==> config.mk <==
export PLATFORM = sky130hd
export DESIGN_NAME = laser_cover_scorer
export DESIGN_NICKNAME = d
export VERILOG_FILES = /design/src/rtl/laser_pkg.sv /design/src/rtl/laser_cover_test.sv /design/src/rtl/laser_cover_scorer.sv
export SDC_FILE = /design/constraint.sdc
export NUM_CORES = 1
export LEC_CHECK = 0
export BUFFER_PORTS_ARGS = -buffer_cell sky130_fd_sc_hd__buf_2
export CELL_PAD_IN_SITES_DETAIL_PLACEMENT = 0
export CELL_PAD_IN_SITES_GLOBAL_PLACEMENT = 1
export CORE_UTILIZATION = 38
export DETAILED_ROUTE_END_ITERATION = 16
export GPL_TIMING_DRIVEN = 0
export PLACE_DENSITY = 0.61
export SYNTH_ARGS = -nofsm -noshare
export SYNTH_HDL_FRONTEND = slang
export SYNTH_SLANG_ARGS = --single-unit
==> constraint.sdc <==
create_clock -name CLK -period 15.55 [get_ports CLK]
set_clock_uncertainty 0.1 [all_clocks]
set_input_delay 1.555 -clock CLK [delete_from_list [all_inputs] [get_ports CLK]]
set_output_delay 1.555 -clock CLK [all_outputs]
set_load 0.02 [all_outputs]
==> src/rtl/laser_pkg.sv <==
// Shared types and constants for the laser placer scoring path.
package laser_pkg;

  localparam int NPTS      = 40;
  localparam int COORD_W   = 4;
  localparam int CNT_W     = 6;
  localparam int RADIUS_SQ = 16;

  localparam logic [CNT_W-1:0]     NPTS_C      = CNT_W'(NPTS);
  localparam logic [CNT_W-1:0]     CNT_ONE     = {{(CNT_W-1){1'b0}}, 1'b1};
  localparam logic [CNT_W-1:0]     CNT_ZERO    = {CNT_W{1'b0}};
  localparam logic [2*COORD_W:0]   RADIUS_SQ_C = (2*COORD_W+1)'(RADIUS_SQ);

  typedef struct packed {
    logic [COORD_W-1:0] x;
    logic [COORD_W-1:0] y;
  } point_t;

  typedef enum logic [1:0] {
    IDLE  = 2'd0,
    SCORE = 2'd1,
    HOLD  = 2'd2
  } score_state_e;

  // Squared euclidean distance; 2*COORD_W+1 bits cannot overflow for 4-bit coordinates.
  function automatic logic [2*COORD_W:0] dist_sq(input point_t a, input point_t b);
    logic [COORD_W-1:0] dx;
    logic [COORD_W-1:0] dy;
    logic [2*COORD_W:0] wx;
    logic [2*COORD_W:0] wy;
    dx = (a.x > b.x) ? (a.x - b.x) : (b.x - a.x);
    dy = (a.y > b.y) ? (a.y - b.y) : (b.y - a.y);
    wx = {{(COORD_W+1){1'b0}}, dx};
    wy = {{(COORD_W+1){1'b0}}, dy};
    return (wx * wx) + (wy * wy);
  endfunction

endpackage

==> src/rtl/laser_cover_test.sv <==
// Combinational coverage test: is a point inside either radius-4 circle.
module laser_cover_test
  import laser_pkg::*;
(
  input  point_t pt,
  input  point_t c1,
  input  point_t c2,
  output logic   covered
);

  // Coincident centres simply yield the same test twice
  always_comb begin
    covered = (dist_sq(pt, c1) <= RADIUS_SQ_C) || (dist_sq(pt, c2) <= RADIUS_SQ_C);
  end

endmodule

==> src/rtl/laser_cover_scorer.sv <==
// Snoops a placer frame into ping-pong banks, rescores it against the latched
// centres and offers the covered-point count on a valid/ready port.
module laser_cover_scorer
  import laser_pkg::*;
(
  input  logic               CLK,
  input  logic               RST,
  input  logic [COORD_W-1:0] X,
  input  logic [COORD_W-1:0] Y,
  input  logic               PT_VALID,
  input  logic [COORD_W-1:0] C1X,
  input  logic [COORD_W-1:0] C1Y,
  input  logic [COORD_W-1:0] C2X,
  input  logic [COORD_W-1:0] C2Y,
  input  logic               DONE_IN,
  output logic [CNT_W-1:0]   SCORE,
  output logic               SCORE_VALID,
  input  logic               SCORE_READY,
  output logic [CNT_W-1:0]   BEST_SCORE,
  output logic               BUSY,
  output logic               ERR_SHORT,
  output logic               OVERRUN
);

  point_t       bank_r [2][NPTS];
  point_t       c1_r, c2_r, rd_pt_s;
  logic         load_sel_r;
  logic [CNT_W-1:0] wr_idx_r, rd_idx_r, acc_r, score_r, best_r;
  logic         score_valid_r, busy_r, err_short_r, overrun_r;
  score_state_e state_r, state_next_s;
  logic         full_s, accept_s, transfer_s, pt_we_s, pt_bank_s, covered_s;
  logic [CNT_W-1:0] pt_idx_s;

  // Frame-boundary decisions and point write addressing
  always_comb begin
    full_s     = (wr_idx_r == NPTS_C);
    accept_s   = DONE_IN && full_s && (state_r == IDLE) && !score_valid_r;
    transfer_s = score_valid_r && SCORE_READY;
    pt_we_s    = PT_VALID && (DONE_IN || !full_s);
    pt_idx_s   = DONE_IN ? CNT_ZERO : wr_idx_r;
    pt_bank_s  = accept_s ? ~load_sel_r : load_sel_r;
    if (rd_idx_r < NPTS_C) begin
      rd_pt_s = bank_r[~load_sel_r][rd_idx_r];
    end else begin
      rd_pt_s = bank_r[~load_sel_r][0];
    end
  end

  laser_cover_test u_cover (
    .pt      (rd_pt_s),
    .c1      (c1_r),
    .c2      (c2_r),
    .covered (covered_s)
  );

  // Point banks: contents are don't-care until written, so no reset
  always_ff @(posedge CLK) begin
    if (pt_we_s) begin
      bank_r[pt_bank_s][pt_idx_s] <= point_t'({X, Y});
    end
  end

  // Score FSM state register
  always_ff @(posedge CLK or posedge RST) begin
    if (RST) begin
      state_r <= IDLE;
    end else begin
      state_r <= state_next_s;
    end
  end

  // Score FSM next state; the extra rd_idx==NPTS cycle commits the final point
  always_comb begin
    state_next_s = state_r;
    case (state_r)
      IDLE:             state_next_s = accept_s ? laser_pkg::SCORE : IDLE;
      laser_pkg::SCORE: state_next_s = (rd_idx_r == NPTS_C) ? HOLD : laser_pkg::SCORE;
      HOLD:             state_next_s = SCORE_READY ? IDLE : HOLD;
      default:          state_next_s = IDLE;
    endcase
  end

  // Load pointer, bank swap, accumulator and result registers
  always_ff @(posedge CLK or posedge RST) begin
    if (RST) begin
      load_sel_r    <= 1'b0;
      wr_idx_r      <= CNT_ZERO;
      rd_idx_r      <= CNT_ZERO;
      acc_r         <= CNT_ZERO;
      score_r       <= CNT_ZERO;
      best_r        <= CNT_ZERO;
      score_valid_r <= 1'b0;
      busy_r        <= 1'b0;
      err_short_r   <= 1'b0;
      overrun_r     <= 1'b0;
      c1_r          <= '0;
      c2_r          <= '0;
    end else begin
      err_short_r <= DONE_IN && !full_s;
      busy_r      <= (state_next_s == laser_pkg::SCORE);
      if (DONE_IN) begin
        wr_idx_r <= PT_VALID ? CNT_ONE : CNT_ZERO;
      end else if (pt_we_s) begin
        wr_idx_r <= wr_idx_r + CNT_ONE;
      end
      if ((DONE_IN && full_s && !accept_s) || (PT_VALID && !DONE_IN && full_s)) begin
        overrun_r <= 1'b1;
      end
      if (accept_s) begin
        load_sel_r <= ~load_sel_r;
        c1_r       <= point_t'({C1X, C1Y});
        c2_r       <= point_t'({C2X, C2Y});
        rd_idx_r   <= CNT_ZERO;
        acc_r      <= CNT_ZERO;
      end else if ((state_r == laser_pkg::SCORE) && (rd_idx_r < NPTS_C)) begin
        acc_r    <= acc_r + {{(CNT_W-1){1'b0}}, covered_s};
        rd_idx_r <= rd_idx_r + CNT_ONE;
      end
      if ((state_r == laser_pkg::SCORE) && (rd_idx_r == NPTS_C)) begin
        score_r       <= acc_r;
        score_valid_r <= 1'b1;
      end else if (transfer_s) begin
        score_valid_r <= 1'b0;
        if (score_r > best_r) begin
          best_r <= score_r;
        end
      end
    end
  end

  // Ports are driven straight from registers
  always_comb begin
    SCORE       = score_r;
    SCORE_VALID = score_valid_r;
    BEST_SCORE  = best_r;
    BUSY        = busy_r;
    ERR_SHORT   = err_short_r;
    OVERRUN     = overrun_r;
  end

endmodule
==> results list <==
- Signed area change from the synthesized netlist to the final layout: 13.0%
* Detailed-routing iteration count for the pre-antenna-repair pass: 6
- In this run the critical register-to-register path is launched from rd_idx_r[0].
- Number of buffers inserted during clock tree synthesis: 74
* Post-placement worst setup slack: 5.09 ns
- Final clock period utilization by the worst path: 67.5%
- Kind of start point of the critical path: register
* Headroom to the max-slew limit: 17.2%
- Standard-cell row count: 102
- STA puts the critical path data arrival time at 10.88 ns.
* Routed wire length: 81600 um
- Remaining number of nets flagged by the antenna check after routing: 0
- The number of different library cells used by synthesis comes to 65.
- Detailed placement finished with a half-perimeter wire length of 55000 um.
- For this design the top-level I/O count stands at 45.
* Top cell by count, worst path: sky130_fd_sc_hd__fa_1
- Post-CTS resize count: 0
- Path category of the worst min-delay check: register to register
- Across every metal layer, demand over resource in global routing totals 20.2%.
- The die is 283 um tall.
- Clock-pin slew was measured on the worst setup and hold paths at 0.06 ns.
- In the routed layout, each cell is associated on average with a via count of 5.54.
- Hold buffers post-CTS: 0
- STA classifies the critical path endpoint as a register.
* Layout Nets: 2128
* Number of flops mapped to enable cells by yosys: 640
- Skew-Pair Late Insertion Delay: 0.62 ns
- After synthesis the cells add up to 30000 sq um.
* Max-Cap Viols: 0
- Most frequent standard cell in the layout excluding fill and tap cells: sky130_fd_sc_hd__edfxtp_1
- Final max-slew violation count: 0
- H-Tree Depth: 3
- Synthesis produced a netlist with a net count of 2006.
- Clock tree synthesis selected as its root buffer the cell sky130_fd_sc_hd__clkbuf_16.
- Unrepaired setup endpoints after global routing: false
* Buffers plus inverters on the worst setup path: 6
- The die covers 80200 sq um.
* Fraction of layout instances using a drive strength above 1: 13.3%
- In this run the worst path has a maximum fanout of 10.
- Initial antenna violation count: 4
- Total setup violations reported at the end of the flow: 0
- Buffers placed on the I/O ports in this run total 43.
* Share of cell area taken by muxes after synthesis: 11.7%
- Timing would allow up to 0.0952 GHz.
* Number of buffers inserted to repair setup after CTS: 0
- Post-route setup TNS: 0 ns
- First element of the critical path: rd_idx_r[0]
- Pin count of the biggest net entering global routing: 81
* Post-layout worst setup margin: 5.05 ns
- Among all stages on the critical path, the largest delay is contributed by sky130_fd_sc_hd__clkbuf_1.
- Async set-reset flop share out of synthesis: 7.65%
- Status: finished clean
- The first global-routing pass estimated 118000 um of wire.
- Synthesis handed over a netlist of 1871 instances.
- Global routing finished with a remaining overflow of 0.
- The endpoint identified for the worst register-to-register timing path is acc_r[4].
- The setup path with the least slack is of type register to register.
- In this design, the stage delay of the slowest critical-path cell is 0.85 ns.
- Predominant post-synthesis flop cell: sky130_fd_sc_hd__edfxtp_1
- Summing the areas of all fa, ha and maj instances in the mapped netlist gives 5.17% of the synthesized area.
- CTS tree: built
* RePlAce Congestion: 0.891
- Design area: 33900 sq um
- Final Hold Viols: 0
* Commonest non-fill, non-tap cells in the layout: sky130_fd_sc_hd__edfxtp_1, sky130_fd_sc_hd__mux2i_1, sky130_fd_sc_hd__nor2_1
- Standard cell area after detailed placement: 31600 sq um
- Counting buffers and inverters, the worst setup path is 32 cells deep.
* Vias: 17100
- The via count of the first global-routing pass was 17200.
- The total area inside the core boundary comes to 77800 sq um.
- In the routed design, unresolved DRC markers number 0.
- Min Clock Period, post-route: 10.50 ns
* Last element of the critical path: acc_r[4]
- R2R setup slack: 5.05 ns
- Combinational family with the most area after synthesis: multiplexers
* Sequential-to-total area share from yosys stat: 68.4%
* Yosys reg bits: 693
* Wire length per cell: 26.5 um
- Synthesized-area fraction occupied by ao, oa, aoi and oai cells: 6.17%
- Number of sinks handled by clock tree synthesis: 693
* Count of synthesis-stage warnings from yosys: 0
- For the worst setup path, the data required time is 15.92 ns.
* Critical hold path startpoint: OVERRUN
- The initial utilization of the core area, before any placement, comes to 38.6%.
- FF-to-FF path depth: 32
* XOR/XNOR Fraction of Synth Area: 0.379%
- Post-synthesis simple-gate area fraction: 5.92%
- On the critical path the largest part of the delay comes from adder cells.
- The first routing iteration left 1465 violations.
* X dimension of the die: 283 um
- Bufs on Longest Clock Path: 3
* Mean post-synth cell area: 16.1 sq um
- For the pin with the worst max-slew slack, the measured transition is 1.22 ns.
## per-layer routing
metal  track usage [%]  vias to the layer above  routed length (um)
li1                  -                     7552                   -
met1              27.9                     8878               35800
met2              32.1                      539               38300
met3              4.32                      106                5580
met4              6.14                        4                1890
met5                 0                        -                  33
## registers in the layout (all words and copies together), names as in the netlist, 2 cells and up
register / cells
wr_idx_r: 6
BEST_SCORE: 6
bank_r: 640
state_r: 2
c2_r: 8
c1_r: 8
rd_idx_r: 6
acc_r: 6
SCORE: 6
## final cells by class
type | instances | area [sq um]
Sequential cell | 693 | 20500
Inverter | 76 | 285
Tap cell | 1040 | 1300
Fill cell | 7017 | 43900
Clock inverter | 39 | 350
Antenna cell | 1 | 2.50
Buffer | 89 | 392
Clock buffer | 88 | 1930
Timing Repair Buffer | 46 | 310
Multi-Input combinational cell | 1013 | 8820
## cell usage after synthesis, types with 7 or more instances
| cell type | count | share of area [%] |
|---|---|---|
| sky130_fd_sc_hd__edfxtp_1 | 640 | 64 |
| sky130_fd_sc_hd__o311ai_0 | 7 | 0.20 |
| sky130_fd_sc_hd__a221oi_1 | 7 | 0.20 |
| sky130_fd_sc_hd__nand2b_1 | 16 | 0.33 |
| sky130_fd_sc_hd__buf_1 | 8 | 0.10 |
| sky130_fd_sc_hd__fa_1 | 30 | 2.0 |
| sky130_fd_sc_hd__a22oi_1 | 96 | 2.4 |
| sky130_fd_sc_hd__nor3_1 | 12 | 0.20 |
| sky130_fd_sc_hd__inv_1 | 74 | 0.92 |
| sky130_fd_sc_hd__a21o_1 | 17 | 0.42 |
| sky130_fd_sc_hd__o22ai_1 | 8 | 0.17 |
| sky130_fd_sc_hd__mux2_2 | 15 | 0.56 |
| sky130_fd_sc_hd__ha_1 | 76 | 3.2 |
| sky130_fd_sc_hd__buf_2 | 28 | 0.47 |
| sky130_fd_sc_hd__nor4_1 | 8 | 0.17 |
| sky130_fd_sc_hd__o21a_1 | 7 | 0.17 |
| sky130_fd_sc_hd__nand2_1 | 88 | 1.1 |
| sky130_fd_sc_hd__o21ai_0 | 35 | 0.58 |
| sky130_fd_sc_hd__mux2i_1 | 193 | 6.4 |
| sky130_fd_sc_hd__nand4_1 | 15 | 0.31 |
| sky130_fd_sc_hd__dfrtp_1 | 53 | 4.4 |
| sky130_fd_sc_hd__or4_1 | 13 | 0.32 |
| sky130_fd_sc_hd__mux4_2 | 63 | 4.7 |
| sky130_fd_sc_hd__nor2b_1 | 13 | 0.27 |
| sky130_fd_sc_hd__a21oi_1 | 25 | 0.42 |
| sky130_fd_sc_hd__clkbuf_1 | 47 | 0.59 |
| sky130_fd_sc_hd__o211ai_1 | 16 | 0.40 |
| sky130_fd_sc_hd__a41oi_1 | 9 | 0.26 |
| sky130_fd_sc_hd__nor2_1 | 117 | 1.5 |
| sky130_fd_sc_hd__xor2_1 | 11 | 0.32 |
| sky130_fd_sc_hd__nand3_1 | 40 | 0.67 |
## through the flow
stage	util (%)	cells	hold WS [ns]
after global routing	43.6	3084	0.385
after CTS	43.6	3084	0.380
after floorplan	-	1871	0.359
after global placement	40.5	2954	0.349
final	43.6	3085	0.377
after detailed placement	40.7	2957	0.365
## worst reg2reg max path, delay by kind of cell, from the launching register on
| family | cells | cell delay [ns] |
|---|---|---|
| AOI/OAI and AO/OA | 6 | 1.76 |
| buffers and inverters | 6 | 1.78 |
| xor gates and xnor gates | 2 | 0.32 |
| adders and majority gates | 10 | 3.85 |
| DFF | 1 | 0.40 |
| and+or+nand+nor | 8 | 2.16 |
## logic make-up (layout without fill, tap and decap cells)
group	count (synthesis)	in the layout
DFF	693	693
and+or+nand+nor	361	361
muxes	271	271
AOI/OAI and AO/OA	262	262
buffers and inverters	165	338
adders and majority gates	106	106
xor gates and xnor gates	13	13
other	0	1
## how the worst min path moves through the flow
| stage | cells past startpoint | end | slack [ns] |
|---|---|---|---|
| after floorplan | 2 | SCORE[5] | 0.36 |
| after global placement | 1 | OVERRUN | 0.35 |
| after detailed placement | 1 | OVERRUN | 0.37 |
| after CTS | 1 | OVERRUN | 0.38 |
| after global routing | 1 | OVERRUN | 0.38 |
| final | 1 | OVERRUN | 0.38 |
Power is not shown: default switching activity piles up to over one toggle a cycle in this logic, so the estimate is an artifact.
